### config.mk
export PLATFORM = sky130hd
export DESIGN_NAME = background_dma
export DESIGN_NICKNAME = d
export VERILOG_FILES = /design/src/rtl/gpu_vram_pkg.sv /design/src/rtl/vram_select_decode.sv /design/src/rtl/background_dma.sv
export SDC_FILE = /design/constraint.sdc
export NUM_CORES = 1
export LEC_CHECK = 0
export ABC_AREA = 1
export CORE_UTILIZATION = 48
export CTS_CLUSTER_SIZE = 20
export DETAILED_ROUTE_END_ITERATION = 16
export GPL_ROUTABILITY_DRIVEN = 0
export GPL_TIMING_DRIVEN = 0
export PLACE_DENSITY = 0.8
export SLEW_MARGIN = 0
export SYNTH_ARGS = -nofsm -noshare
export SYNTH_HDL_FRONTEND = slang
export SYNTH_SLANG_ARGS = --single-unit
export TNS_END_PERCENT = 30
### constraint.sdc
create_clock -name cpu_clk -period 1.7 [get_ports cpu_clk]
set_input_delay 0.255 -clock cpu_clk [delete_from_list [all_inputs] [get_ports cpu_clk]]
set_output_delay 0.255 -clock cpu_clk [all_outputs]
set_load 0.005 [all_outputs]
### src/rtl/gpu_vram_pkg.sv
// Shared VRAM map constants and types for background VRAM writers.
// VRAM_ADDR_WIDTH may be defined externally; it defaults to 12.
`ifndef VRAM_ADDR_WIDTH
`define VRAM_ADDR_WIDTH 12
`endif

package gpu_vram_pkg;
    localparam int ADDR_W = `VRAM_ADDR_WIDTH;

    typedef logic [ADDR_W-1:0] vram_addr_t;

    localparam vram_addr_t PMB_BASE  = vram_addr_t'(12'h200);
    localparam vram_addr_t NTBL_BASE = vram_addr_t'(12'h400);
    localparam vram_addr_t VRAM_END  = vram_addr_t'(12'h7FF);

    typedef enum logic [1:0] {IDLE, ARMED, RUN, FIN} bg_dma_state_t;
endpackage

### src/rtl/vram_select_decode.sv
// Combinational VRAM address decode into the PMB / NTBL select lines.
module vram_select_decode
    import gpu_vram_pkg::*;
(
    input  vram_addr_t addr,
    output logic       sel_pmb,
    output logic       sel_ntbl
);
    assign sel_pmb  = (addr >= PMB_BASE)  && (addr < NTBL_BASE);
    assign sel_ntbl = (addr >= NTBL_BASE) && (addr <= VRAM_END);
endmodule

### src/rtl/background_dma.sv
// Background VRAM write-port sequencer: CPU writes pre-empt a block-fill engine.
// Define BACKGROUND_DMA_STRIDE32_EN to add the column input (address stride 32).
module background_dma
    import gpu_vram_pkg::*;
#(
    parameter int LEN_W = 11
) (
    input  logic              cpu_clk,
    input  logic              rst,
    input  logic              cpu_we,
    input  logic [ADDR_W-1:0] cpu_addr,
    input  logic [7:0]        cpu_data,
    input  logic              start,
    input  logic              abort,
    input  logic [ADDR_W-1:0] dst_addr,
    input  logic [LEN_W-1:0]  len,
    input  logic [7:0]        fill_value,
    input  logic              incr,
    input  logic              vblank_gate,
    input  logic              vblank,
`ifdef BACKGROUND_DMA_STRIDE32_EN
    input  logic              column,
`endif
    output logic [7:0]        data_in,
    output logic [ADDR_W-1:0] vram_address,
    output logic              write_enable,
    output logic              SELECT_pmb,
    output logic              SELECT_ntbl,
    output logic              busy,
    output logic              done,
    output logic              trunc
);
    bg_dma_state_t     state_q, state_d;
    logic [ADDR_W-1:0] addr_q, addr_d;
    logic [ADDR_W-1:0] stride_q, stride_d;
    logic [LEN_W-1:0]  rem_q, rem_d;
    logic [7:0]        val_q, val_d;
    logic              incr_q, incr_d;
    logic              trunc_lat_q, trunc_lat_d;

    logic              eng_go, eng_last, eng_trunc, gated;
    logic [ADDR_W:0]   next_wide;
    logic              wr_en;
    logic [ADDR_W-1:0] wr_addr;
    logic [7:0]        wr_data;
    logic              dec_pmb, dec_ntbl;

    assign gated     = vblank_gate && !vblank;
    assign eng_go    = (state_q == RUN) && !abort && !cpu_we && !gated;
    assign eng_last  = (rem_q == LEN_W'(1));
    assign next_wide = {1'b0, addr_q} + {1'b0, stride_q};
    assign eng_trunc = next_wide > (ADDR_W+1)'(VRAM_END);

    // CPU always owns the port when it strobes; the engine simply holds.
    assign wr_en   = cpu_we || eng_go;
    assign wr_addr = cpu_we ? cpu_addr : addr_q;
    assign wr_data = cpu_we ? cpu_data : val_q;
    assign busy    = (state_q != IDLE);

    vram_select_decode u_decode (
        .addr     (wr_addr),
        .sel_pmb  (dec_pmb),
        .sel_ntbl (dec_ntbl)
    );

    always_ff @(posedge cpu_clk or negedge rst) begin
        if (!rst) begin
            state_q <= IDLE;
        end else begin
            state_q <= state_d;
        end
    end

    always_comb begin
        state_d = state_q;
        unique case (state_q)
            IDLE:  if (start && !abort) state_d = (len == '0) ? FIN : ARMED;
            ARMED: begin
                if (abort)                       state_d = IDLE;
                else if (!vblank_gate || vblank) state_d = RUN;
            end
            RUN: begin
                if (abort)                                  state_d = IDLE;
                else if (gated)                             state_d = ARMED;
                else if (eng_go && (eng_last || eng_trunc)) state_d = FIN;
            end
            FIN:     state_d = IDLE;
            default: state_d = IDLE;
        endcase
    end

    always_comb begin
        addr_d      = addr_q;
        stride_d    = stride_q;
        rem_d       = rem_q;
        val_d       = val_q;
        incr_d      = incr_q;
        trunc_lat_d = trunc_lat_q;
        if (state_q == IDLE && start && !abort) begin
            addr_d      = dst_addr;
            rem_d       = len;
            val_d       = fill_value;
            incr_d      = incr;
            trunc_lat_d = 1'b0;
`ifdef BACKGROUND_DMA_STRIDE32_EN
            stride_d    = column ? ADDR_W'(32) : ADDR_W'(1);
`else
            stride_d    = ADDR_W'(1);
`endif
        end else if (eng_go) begin
            addr_d      = addr_q + stride_q;
            rem_d       = rem_q - LEN_W'(1);
            val_d       = val_q + {7'b0, incr_q};
            // Running out of bytes on the final address is a full fill, not a truncation.
            trunc_lat_d = !eng_last && eng_trunc;
        end
    end

    always_ff @(posedge cpu_clk or negedge rst) begin
        if (!rst) begin
            addr_q      <= '0;
            stride_q    <= '0;
            rem_q       <= '0;
            val_q       <= '0;
            incr_q      <= 1'b0;
            trunc_lat_q <= 1'b0;
        end else begin
            addr_q      <= addr_d;
            stride_q    <= stride_d;
            rem_q       <= rem_d;
            val_q       <= val_d;
            incr_q      <= incr_d;
            trunc_lat_q <= trunc_lat_d;
        end
    end

    always_ff @(posedge cpu_clk or negedge rst) begin
        if (!rst) begin
            write_enable <= 1'b0;
            vram_address <= '0;
            data_in      <= '0;
            SELECT_pmb   <= 1'b0;
            SELECT_ntbl  <= 1'b0;
            done         <= 1'b0;
            trunc        <= 1'b0;
        end else begin
            write_enable <= wr_en;
            vram_address <= wr_en ? wr_addr : '0;
            data_in      <= wr_en ? wr_data : '0;
            SELECT_pmb   <= wr_en && dec_pmb;
            SELECT_ntbl  <= wr_en && dec_ntbl;
            done         <= (state_q == FIN);
            trunc        <= (state_q == FIN) && trunc_lat_q;
        end
    end
endmodule

==> results.yml <==
power_and_ir_drop:
  power_report.internal_total_mw: 3.53
  power_density_nw_per_um2: 1320
  power.switching_mw: 2.21
  power.total_mw: 5.75
  static-leakage-power_nw: 2.00
  p_comb_share_pct: 39.1
  clockPowerShare_pct: 21.1
  max_ir_drop_vdd_mv: 0.734
  netSwitchingFraction_pct: 38.5
  power.share.sequential_pct: 39.8
sta:
  min_period_ns: 1.64
  finalHoldViolations: 0
  final-setup-viol-count: 0
  maxSlewViolCount: 0
  maxClockFrequency_mhz: 611
  timing.setup.tns_ns: 0
  relSlewSlack_pct: 68.8
  finalClockSkew_ns: 0.00987
  tightestPinTransition_ns: 0.467
  worst_hold_slack_ns: 0.415
  fin_crit_sh_pct: 96.3
yosys:
  fraction_of_registers_with_async_set_reset_pct: 100
  post_synth_instance_area_um2: 3110
  synth_top_area_share_pct: 49.1
  synth_warnings: 0
  postSynthRegisterBits: 61
  synth_edf_count: 0
  synthCells: 369
  synth_cell_types: 39
  synth_sequential_area_ratio_pct: 49.1
  synth_fp_nets: 434
  synth_top_flop_cell: "sky130_fd_sc_hd__dfrtp_1"
  netlist_top_cells_area: "sky130_fd_sc_hd__dfrtp_1 49%, sky130_fd_sc_hd__nand2_1 10%, sky130_fd_sc_hd__inv_1 5.0%"
  synth_top_cell_by_area: "sky130_fd_sc_hd__dfrtp_1"
  synth.top_cells.by_count: "85 x sky130_fd_sc_hd__nand2_1, 61 x sky130_fd_sc_hd__dfrtp_1, 41 x sky130_fd_sc_hd__inv_1"
  synth_area_per_cell_um2: 8.42
  synthMostInstantiatedCell: "sky130_fd_sc_hd__nand2_1"
layout:
  fin_nets: 534
  stdcell_count: 549
  antenna_cells_inserted: 0
  layout.core_utilization_pct: 71.2
  area.growth.synth_to_final_pct: 39.7
  layout-drive-gt1-share_pct: 10.3
clocking:
  clock_latency_at_the_later_pin_of_the_worst_skew_pair_ns: 0.35
  h-tree-depth: 3
  cts_max_path_buffers: 2
  tritoncts: "done"
  cts.sinks: 61
  cts_buffers: 9
  clkSlewWorstSetupHoldPaths_ns: 0.07
  clock_tree.root_cell: "sky130_fd_sc_hd__clkbuf_8"
placement:
  post-dp-hpwl_mm: 6.02
  numPortBuffers: 84
  numPlacedInstances: 530
setup_path:
  crit_chain: "ha_2, ha_4, nand2_2, nor2_4, nand4_1, nand3_1, nand2_1, nand2_1, o21ai_0"
  critPathTopFamily: "simple AND/OR/NAND/NOR gates"
  slowest_stage_cell_on_the_critical_path: "sky130_fd_sc_hd__dfrtp_1"
  worst_r2r_path_depth: 9
  worst_r2r_startpoint: "addr_q[0]"
  setup_crit_path_kind: "register to register"
  required_ns: 1.92
  reg2reg_slack_ns: 0.06
  worst-path-buf-inv: 0
  critPathMaxStageDelay_ns: 0.38
  cell_repeated_most_along_the_worst_path: "sky130_fd_sc_hd__nand2_1"
  critical_path.endpoint_type: "register"
  critical_path.reg2reg.endpoint: "state_q[1]"
  crit_fanout: 4
  timing.critical_path.arrival_ns: 1.86
  category_of_the_worst_setup_path_launch_point: "register"
die:
  die-width_um: 82.5
  die_h_um: 82.5
  placeable_core_region_um2: 6100
  floorplan.initialDensity_pct: 51.0
  row_count: 28
  die_area_um2: 6800
  boundary_pin_count: 85
global_route:
  global_route.usage.total_pct: 26.4
  grt_max_degree: 40
  wire_length_of_the_first_global_routing_pass_mm: 13.0
  via_count_of_the_first_global_routing_pass: 2907
  antenna_found_initial: 0
  gr-total-overflow: 0
routing:
  final_antenna_net_count: 0
  via_per_inst: 5.46
  postRouteWirelength_mm: 8.43
  drt_pass1_iterations: 5
  drt_drc_violations_left: 0
  route.detailed.wl_per_inst_um: 15.3
  vias: 2998
  drt_first_iter_violations: 159
outcome:
  outcome: "finished clean"
worst_hold_path:
  worstHoldPathType: "input pin to asynchronous set/reset pin"
run:
  drv_cap: 0
repair_timing:
action	in CTS	in global routing
hold endpoints to repair	38	0
endpoints found under the setup margin	2	9
buffers inserted	0	2
gates resized for setup	1	8
hold buffers	1	0
pin swaps	0	5
logic make-up after synthesis:
kind of cell	after synthesis	synth area share, %
AO/OA/AOI/OAI	61	12.4
XOR/XNOR	15	4.23
flip-flops	61	49.1
buffers and inverters	58	8.29
AND/OR/NAND/NOR	168	23.6
adder cells (fa/ha/maj)	6	2.42
worst min-delay path: stages:
cell and delay (ns):
sky130_fd_sc_hd__dlygate4sd3_1 0.52, sky130_fd_sc_hd__buf_2 0.12, sky130_fd_sc_hd__buf_12 0.24
through the flow:
stage	setup slack, ns	area (um2)
floorplan	0.248	3110
global placement	-1.62	4040
detailed placement	-0.152	4090
CTS	0.0118	4290
global route	-0.0280	4340
finish	0.0621	4340
registers in the layout, indices dropped and copies added (netlist names):
signal	flops
SELECT_ntbl	1
SELECT_pmb	1
addr_q	12
data_in	8
done	1
incr_q	1
rem_q	11
state_q	2
stride_q	1
trunc	1
trunc_lat_q	1
val_q	8
vram_address	12
write_enable	1
worst max path at each step:
stage          startpoint          to  slack [ns]  cells after the start
6_report        addr_q[0]  state_q[1]        0.06                      9
3_5_place_dp        start  addr_q[10]       -0.15                     10
4_1_cts        state_q[1]        busy        0.01                      3
3_3_place_gp          rst  data_in[0]       -1.62                      1
5_1_grt         addr_q[0]  state_q[1]       -0.03                      9
2_1_floorplan   addr_q[0]  addr_q[10]        0.25                      9
cells in the final DEF, fill, tap and decap left out, types with 4 or more instances in the layout:
cell type,instances
sky130_fd_sc_hd__inv_1,41
sky130_fd_sc_hd__nand3_1,18
sky130_fd_sc_hd__o21ai_0,18
sky130_fd_sc_hd__nand2_1,84
sky130_fd_sc_hd__nor3_1,9
sky130_fd_sc_hd__buf_2,5
sky130_fd_sc_hd__o221ai_1,7
sky130_fd_sc_hd__dfrtp_1,61
sky130_fd_sc_hd__clkbuf_8,12
sky130_fd_sc_hd__a21oi_1,9
sky130_fd_sc_hd__nor2_1,39
sky130_fd_sc_hd__buf_4,5
sky130_fd_sc_hd__a31oi_1,5
sky130_fd_sc_hd__o211ai_1,5
sky130_fd_sc_hd__ha_1,4
sky130_fd_sc_hd__xor2_1,12
sky130_fd_sc_hd__nand4_1,5
sky130_fd_sc_hd__o22ai_1,4
sky130_fd_sc_hd__o21ai_1,4
sky130_fd_sc_hd__clkdlybuf4s50_1,82
sky130_fd_sc_hd__clkbuf_1,4
layout make-up:
cell class / instances / area, um2
Fill cell: 507 / 1760
Sequential cell: 61 / 1530
Multi-Input combinational cell: 250 / 1360
Timing Repair Buffer: 89 / 911
Inverter: 45 / 170
Clock buffer: 13 / 169
Tap cell: 75 / 93.8
Buffer: 13 / 87.6
Clock inverter: 3 / 18.8
power groups by stage:
stage / clock, mW / combinational [mW] / sequential (mW)
floorplan: 0 / 1.43 / 2.20
global placement: 0 / 2.00 / 2.25
detailed placement: 0 / 2.10 / 2.28
CTS: 1.22 / 2.14 / 2.25
global route: 1.30 / 2.48 / 2.33
finish: 1.21 / 2.25 / 2.29
per-layer routing:
| metal | global-route usage, % | part of all wire, % | vias up | wire length (um) |
|---|---|---|---|---|
| met4 | 8.77 | 1.3 | 0 | 111 |
| met1 | 31.7 | 41 | 1434 | 3490 |
| li1 | - | - | 1418 | - |
| met3 | 7.36 | 6.6 | 21 | 559 |
| met5 | 0 | 0 | - | 0 |
| met2 | 45.6 | 51 | 125 | 4260 |
(Power assumes the default switching activity.)
